## src/rtl/head_table_lookup.sv

```systemverilog
// rtl/head_table_lookup.sv - key hash, head-pointer RAM read and credit-controlled task FIFO (optional HEAD_LOOKUP_STATS_EN stats)

localparam int HT_KEY_WIDTH        = 16;
localparam int HT_VALUE_WIDTH      = 16;
localparam int HT_OP_WIDTH         = 2;
localparam int HT_TABLE_ADDR_WIDTH = 10;
localparam int HT_BUCKET_WIDTH     = 8;

typedef struct packed {
  logic [HT_KEY_WIDTH-1:0]   key;
  logic [HT_VALUE_WIDTH-1:0] value;
  logic [HT_OP_WIDTH-1:0]    opcode;
} ht_command_t;

typedef struct packed {
  ht_command_t                    cmd;
  logic [HT_BUCKET_WIDTH-1:0]     bucket;
  logic [HT_TABLE_ADDR_WIDTH-1:0] head_ptr;
  logic                           head_ptr_val;
} ht_pdata_t;

module head_table_lookup #(
  parameter int A_WIDTH    = HT_TABLE_ADDR_WIDTH,
  parameter int B_WIDTH    = HT_BUCKET_WIDTH,
  parameter int RD_LATENCY = 2,
  parameter int FIFO_DEPTH = 4
) (
  input  logic               clk_i,
  input  logic               rst_i,
  input  ht_command_t        cmd_i,
  input  logic               cmd_valid_i,
  output logic               cmd_ready_o,
  output logic [B_WIDTH-1:0] head_rd_addr_o,
  output logic               head_rd_en_o,
  input  logic [A_WIDTH-1:0] head_rd_ptr_i,
  input  logic               head_rd_ptr_val_i,
  output ht_pdata_t          task_o,
  output logic               task_valid_o,
  input  logic               task_ready_i
`ifdef HEAD_LOOKUP_STATS_EN
  ,
  output logic [31:0]                   stat_cmd_cnt_o,
  output logic [31:0]                   stat_empty_bucket_cnt_o,
  output logic [$clog2(FIFO_DEPTH):0]   stat_max_occ_o
`endif
);

  localparam int CW        = $clog2(FIFO_DEPTH) + 1;
  localparam int PW        = $clog2(FIFO_DEPTH);
  localparam int N_SLICES  = (HT_KEY_WIDTH + B_WIDTH - 1) / B_WIDTH;
  localparam int PAD_WIDTH = N_SLICES * B_WIDTH;

  logic [PAD_WIDTH-1:0] key_pad;
  logic [B_WIDTH-1:0]   bucket;
  logic                 accept;
  logic                 push;
  logic                 pop;
  logic [CW-1:0]        inflight;
  logic [CW-1:0]        fifo_cnt;
  logic [CW-1:0]        occupancy;
  logic [PW-1:0]        wr_ptr;
  logic [PW-1:0]        rd_ptr;

  logic [RD_LATENCY-1:0] pipe_vld;
  ht_command_t           pipe_cmd [RD_LATENCY];
  logic [B_WIDTH-1:0]    pipe_bkt [RD_LATENCY];
  ht_pdata_t             push_data;
  ht_pdata_t             fifo_mem [FIFO_DEPTH];

  // Bucket hash: XOR-fold the zero-padded key in B_WIDTH slices.
  always_comb begin
    key_pad = '0;
    key_pad[HT_KEY_WIDTH-1:0] = cmd_i.key;
    bucket = '0;
    for (int s = 0; s < N_SLICES; s++) begin
      bucket = bucket ^ key_pad[s*B_WIDTH +: B_WIDTH];
    end
  end

  // Credits cover both reads in flight and FIFO entries, so a granted
  // command always has a FIFO slot waiting when its RAM data returns.
  assign occupancy      = inflight + fifo_cnt;
  assign cmd_ready_o    = rst_i && (occupancy < CW'(FIFO_DEPTH));
  assign accept         = cmd_valid_i && cmd_ready_o;
  assign head_rd_en_o   = accept;
  assign head_rd_addr_o = bucket;

  assign push         = pipe_vld[RD_LATENCY-1];
  assign task_valid_o = (fifo_cnt != '0);
  assign pop          = task_valid_o && task_ready_i;
  assign task_o       = task_valid_o ? fifo_mem[rd_ptr] : '0;

  // Valid bits of the read-latency pipe; cleared on reset so late RAM data is dropped.
  always_ff @(posedge clk_i) begin
    if (!rst_i) begin
      pipe_vld <= '0;
    end else begin
      pipe_vld[0] <= accept;
      for (int i = 1; i < RD_LATENCY; i++) begin
        pipe_vld[i] <= pipe_vld[i-1];
      end
    end
  end

  // Command and bucket ride alongside the RAM read; no reset needed on data.
  always_ff @(posedge clk_i) begin
    pipe_cmd[0] <= cmd_i;
    pipe_bkt[0] <= bucket;
    for (int i = 1; i < RD_LATENCY; i++) begin
      pipe_cmd[i] <= pipe_cmd[i-1];
      pipe_bkt[i] <= pipe_bkt[i-1];
    end
  end

  // Join the pipe output with the RAM data returned in the same cycle.
  always_comb begin
    push_data              = '0;
    push_data.cmd          = pipe_cmd[RD_LATENCY-1];
    push_data.bucket       = pipe_bkt[RD_LATENCY-1];
    push_data.head_ptr     = head_rd_ptr_i;
    push_data.head_ptr_val = head_rd_ptr_val_i;
  end

  // FIFO storage write port.
  always_ff @(posedge clk_i) begin
    if (push) begin
      fifo_mem[wr_ptr] <= push_data;
    end
  end

  // FIFO pointers, occupancy and in-flight read counter.
  always_ff @(posedge clk_i) begin
    if (!rst_i) begin
      wr_ptr   <= '0;
      rd_ptr   <= '0;
      fifo_cnt <= '0;
      inflight <= '0;
    end else begin
      if (push) wr_ptr <= wr_ptr + PW'(1);
      if (pop)  rd_ptr <= rd_ptr + PW'(1);
      case ({push, pop})
        2'b10:   fifo_cnt <= fifo_cnt + CW'(1);
        2'b01:   fifo_cnt <= fifo_cnt - CW'(1);
        default: fifo_cnt <= fifo_cnt;
      endcase
      case ({accept, push})
        2'b10:   inflight <= inflight + CW'(1);
        2'b01:   inflight <= inflight - CW'(1);
        default: inflight <= inflight;
      endcase
    end
  end

  // Credit accounting must make a push into a full FIFO unreachable.
  a_no_overflow: assert property (@(posedge clk_i) disable iff (!rst_i)
    push |-> (fifo_cnt != CW'(FIFO_DEPTH)));

`ifdef HEAD_LOOKUP_STATS_EN
  logic [31:0]   cmd_cnt;
  logic [31:0]   empty_cnt;
  logic [CW-1:0] max_occ;

  // Statistics: accepted commands, empty-bucket lookups, FIFO high-water mark.
  always_ff @(posedge clk_i) begin
    if (!rst_i) begin
      cmd_cnt   <= '0;
      empty_cnt <= '0;
      max_occ   <= '0;
    end else begin
      if (accept) cmd_cnt <= cmd_cnt + 32'd1;
      if (push && !head_rd_ptr_val_i) empty_cnt <= empty_cnt + 32'd1;
      if (fifo_cnt > max_occ) max_occ <= fifo_cnt;
    end
  end

  assign stat_cmd_cnt_o          = cmd_cnt;
  assign stat_empty_bucket_cnt_o = empty_cnt;
  assign stat_max_occ_o          = max_occ;
`endif

endmodule
```

## config.mk

```make
export PLATFORM = sky130hd
export DESIGN_NAME = head_table_lookup
export DESIGN_NICKNAME = d
export VERILOG_FILES = /design/src/rtl/head_table_lookup.sv
export SDC_FILE = /design/constraint.sdc
export NUM_CORES = 1
export LEC_CHECK = 0
export ABC_AREA = 1
export BUFFER_PORTS_ARGS = -buffer_cell sky130_fd_sc_hd__clkbuf_2
export CORE_UTILIZATION = 45
export CTS_CLUSTER_SIZE = 30
export DETAILED_ROUTE_END_ITERATION = 16
export SKIP_CTS_REPAIR_TIMING = 1
export SYNTH_ARGS = -nofsm -noshare
export SYNTH_HDL_FRONTEND = slang
export SYNTH_SLANG_ARGS = --single-unit
```

## constraint.sdc

```tcl
create_clock -name clk_i -period 2.3 [get_ports clk_i]
set_input_delay 0.23 -clock clk_i [delete_from_list [all_inputs] [get_ports clk_i]]
set_output_delay 0.23 -clock clk_i [all_outputs]
set_load 0.01 [all_outputs]
```

## After elaboration in Yosys (flattened, before gate mapping)

Memories as Yosys holds them, arrays and structs flattened. A register that Yosys moved wholly into a read port is not among the register bits.
Cells that the tools add are included.

- Word-level logic and storage cells: 34
- Bits of input ports: 49
- Output and inout bits: 64
- Memory bits (writable): 296
- Register bits after elaboration: 12
- Memories: 3

Memories:

| memory | words | bits a word | rd ports | clocked after Yosys merged registers in | write ports | line | RTL |
|---|---|---|---|---|---|---|---|
| fifo_mem | 4 | 53 | 1 | 1 | 1 | 68 | `ht_pdata_t fifo_mem [FIFO_DEPTH];` |
| pipe_cmd | 2 | 34 | 2 | 0 | 2 | 65 | `ht_command_t pipe_cmd [RD_LATENCY];` |
| pipe_bkt | 2 | 8 | 2 | 0 | 2 | 66 | `logic [B_WIDTH-1:0] pipe_bkt [RD_LATENCY];` |

- Order comparisons: 1
- $add $sub $neg: 7
- Multiplexer cells: 7
- Equality and inequality tests: 4
- Reduce and logical (&&, ||, !) cells: 6
- Bitwise logic cells: 1

Operator list:

| cell | number |
|---|---|
| $mux W53 | 1 |
| $pmux W3 S2 | 2 |
| $xor A8 B8 Y8 | 1 |
| $add A3 B1 Y3 const B | 2 |
| $sub A3 B1 Y3 const B | 2 |
| $add A2 B1 Y2 const B | 2 |
| $eq A2 B1 Y1 const B | 2 |
| $eq A2 B2 Y1 const B | 2 |
| $mux W2 | 2 |
| $reduce_bool A2 Y1 | 2 |
| $add A3 B3 Y3 | 1 |
| $logic_and A1 B1 Y1 | 3 |
| $lt A3 B3 Y1 const B | 1 |
| $reduce_bool A3 Y1 | 1 |
| $mux W1 | 2 |

## Logic depth before layout (Yosys ltp)

- Depth in word-level cells: 6
- Depth in mapped cells: 14
- Depth with buffers taken out: 14

## Worst setup path before layout

No wires, ideal clock.

- Kind: register to register
- Start point: reg wr_ptr[0]
- End point: mem fifo_mem[2][0] (netlist bit), enable pin
- Setup time: 0.407 ns
- Arrival time: 1.635 ns
- Clock period less this slack: 2.043 ns
- Setup slack: 0.257 ns
- Stages on the path, launching flop included: 5
- Path through: dfxtp_1 inv_1 ha_1 nand2_1 inv_1

RTL lines:

| item | line | RTL |
|---|---|---|
| start: declaration | 61 | `logic [PW-1:0] wr_ptr;` |
| start signal: assignment | 139 | `if (push) wr_ptr <= wr_ptr + PW'(1);` |
| end: declaration | 68 |  |

Straight into the memory's write port.

==> flow_summary.yaml <==
sta:
  fin_crit_ns: 2.16
  hold_viol: 0
  max_slew_margin_pct: 67.2
  fin_skew_ns: 0.00566
  period_share_pct: 93.8
  worstMarginPinSlew_ns: 0.491
  rsz0062_at_grt: "no"
  drv_slew: 0
  timing.fmax_mhz: 463
  setup_violations: 0
setup_path:
  worstSetupStartpointType: "register"
  cp.required_ns: 2.07
  crit_path_end_kind: "output port"
  cp_max_fo: 34
  path_class: "register to output port"
  max_stage_delay_ns: 0.41
  cpMostUsedCell: "nor2_1"
  path_cells: "buf_6 > nor2_1 > nor2_1 > o21ai_0 > a21oi_1 > clkbuf_2"
  reg2reg_setup_slack_ns: 0.34
  cp.arrival_ns: 1.93
  crit_path_top_delay_cell: "dfxtp_4"
  r2r_start: "inflight[1]"
route:
  drt_iter0_drc: 423
  drc: 0
  ant_nets: 0
  wl_mm: 20.8
  wl_per_cell_um: 15.6
  via_per_inst: 4.77
  drtPass1Iterations: 5
  vias: 6382
yosys:
  yosys.area.top_type: "edfxtp_1"
  yosys_register_bits: 310
  ys_types: 21
  ys_warn_count: 0
  synthCells: 824
  synth_top_cell_area_share_pct: 59.4
  yosysSeqAreaShare_pct: 77.8
  syn_avg_cell_area_um2: 13.0
  syn-cell-area_um2: 10700
  syn_nets: 882
  synthTopCellsByArea: "edfxtp_1 59%, dfxtp_1 18%, nor2_1 7.6%"
clock_tree:
  clock_latency_ns: 0.55
  cts_buffers: 31
  cts_tree: "done"
  clk_pin_slew_worst_paths_ns: 0.06
  root_buffer: "clkbuf_16"
  htree_levels: 1
  clkSinkCount: 310
  clk_path_buf_depth: 3
die:
  pin_count: 113
  die_w_um: 156
  die_h_um: 156
  start_util_pct: 45.8
  dieArea_um2: 24400
  rows: 56
  core_area_um2: 23400
grt:
  grt_usage_pct: 17.0
  grt_pass1_wl_mm: 31.4
  grt_max_degree: 73
  grt_pass1_vias: 5801
  antenna_found_initial: 0
  overflow: 0
placement:
  place_area_um2: 11700
  dpl.hpwl_mm: 11.8
  placed_cells: 1233
  port_buffers: 112
  gp_congestion: 0.720
hold_path:
  min_path_type: "primary input to register"
  hold_start: "task_ready_i"
final_layout:
  final-instance-count-excl-fill: 1337
  stdcell_area_um2: 13200
  drive_gt1_share_pct: 19.0
  final_cell_mix: "218 x nor2_1, 212 x edfxtp_1, 111 x clkbuf_2"
  final_common_cell: "nor2_1"
  area_delta_synth_final_pct: 23.5
  nNetsFinal: 1051
  diodes: 0
pwr:
  seq_power_share_pct: 43.3
  peakVddDrop_mv: 0.566
  p_per_area_nw_per_um2: 1110
  power.leakage_nw: 5.02
  p_sw_mw: 4.29
  internal_power_mw: 10.4
  clockPowerShare_pct: 34.0
  share_comb_of_total_power_pct: 22.7
  netSwitchingFraction_pct: 29.3
outcome:
  status: "complete, no violations"
job:
  maxCapViolations: 0
## final timing paths
kind	end	cells past startpoint
max	task_o[50]	6
min	register	3
min reg2reg	pipe_cmd[0][47]	0
max reg2reg	inflight[2]	14
## Yosys cell counts (all sizes together)
cell / n
a21boi: 1
a21oi: 61
buf: 29
clkbuf: 11
dfxtp: 98
edfxtp: 212
fa: 2
ha: 7
inv: 29
nand2: 27
nand3: 8
nand4: 1
nor2: 218
o21ai: 112
xor2: 8
## registers in the layout (all words and copies together), names as in the netlist, named ones only
signal / count
rd_ptr: 2
pipe_vld: 2
fifo_mem: 212
fifo_cnt: 3
wr_ptr: 2
pipe_cmd: 68
inflight: 3
pipe_bkt: 16
## cell families after synthesis
family          Yosys count  synth area share, %
compound gates          174                 8.15
xor+xnor                  8                0.654
fa+ha+maj                 9                 1.19
buf+inv                  69                 3.18
flops                   310                 77.8
simple gates            254                 9.07
## routing by layer
metal	global-route usage (%)	wire length (µm)	vias up
li1	-	-	3187
met1	23.5	9490	3032
met2	27.6	10200	141
met3	2.82	915	22
met4	4.86	283	0
met5	0	0	-
## stage by stage
step	setup slack, ns	hold slack, ns	total power [mW]	util [%]	setup TNS [ns]
global placement	0.384	0.310	9.71	50.0	0
CTS	-0.0206	-0.248	14.8	54.4	-0.0206
global route	0.0145	0.0212	15.4	56.5	0
finish	0.141	0.0291	14.7	56.5	0
detailed placement	0.334	0.312	9.76	50.0	0
floorplan	0.257	0.258	8.40	-	0
## power by group through the flow
stage          registers [mW]  clock network [mW]  logic, mW
2_1_floorplan            6.41                   0       2.00
3_3_place_gp             6.45                   0       3.26
3_5_place_dp             6.46                   0       3.30
4_1_cts                  6.34                5.10       3.31
5_1_grt                  6.37                5.33       3.71
6_report                 6.35                4.98       3.33
## critical path, delay by kind of cell (launching register included)
family | cells | cell delay, ns
simple gates | 2 | 0.20
buf+inv | 2 | 0.46
compound gates | 2 | 0.32
flops | 1 | 0.41
## layout make-up
cell class | instances | area [µm²]
Clock buffer | 46 | 922
Fill cell | 1931 | 10200
Sequential cell | 310 | 8330
Multi-Input combinational cell | 445 | 2050
Inverter | 29 | 121
Tap cell | 319 | 399
Timing Repair Buffer | 176 | 1280
Clock inverter | 12 | 124
(Power assumes the default switching activity.)
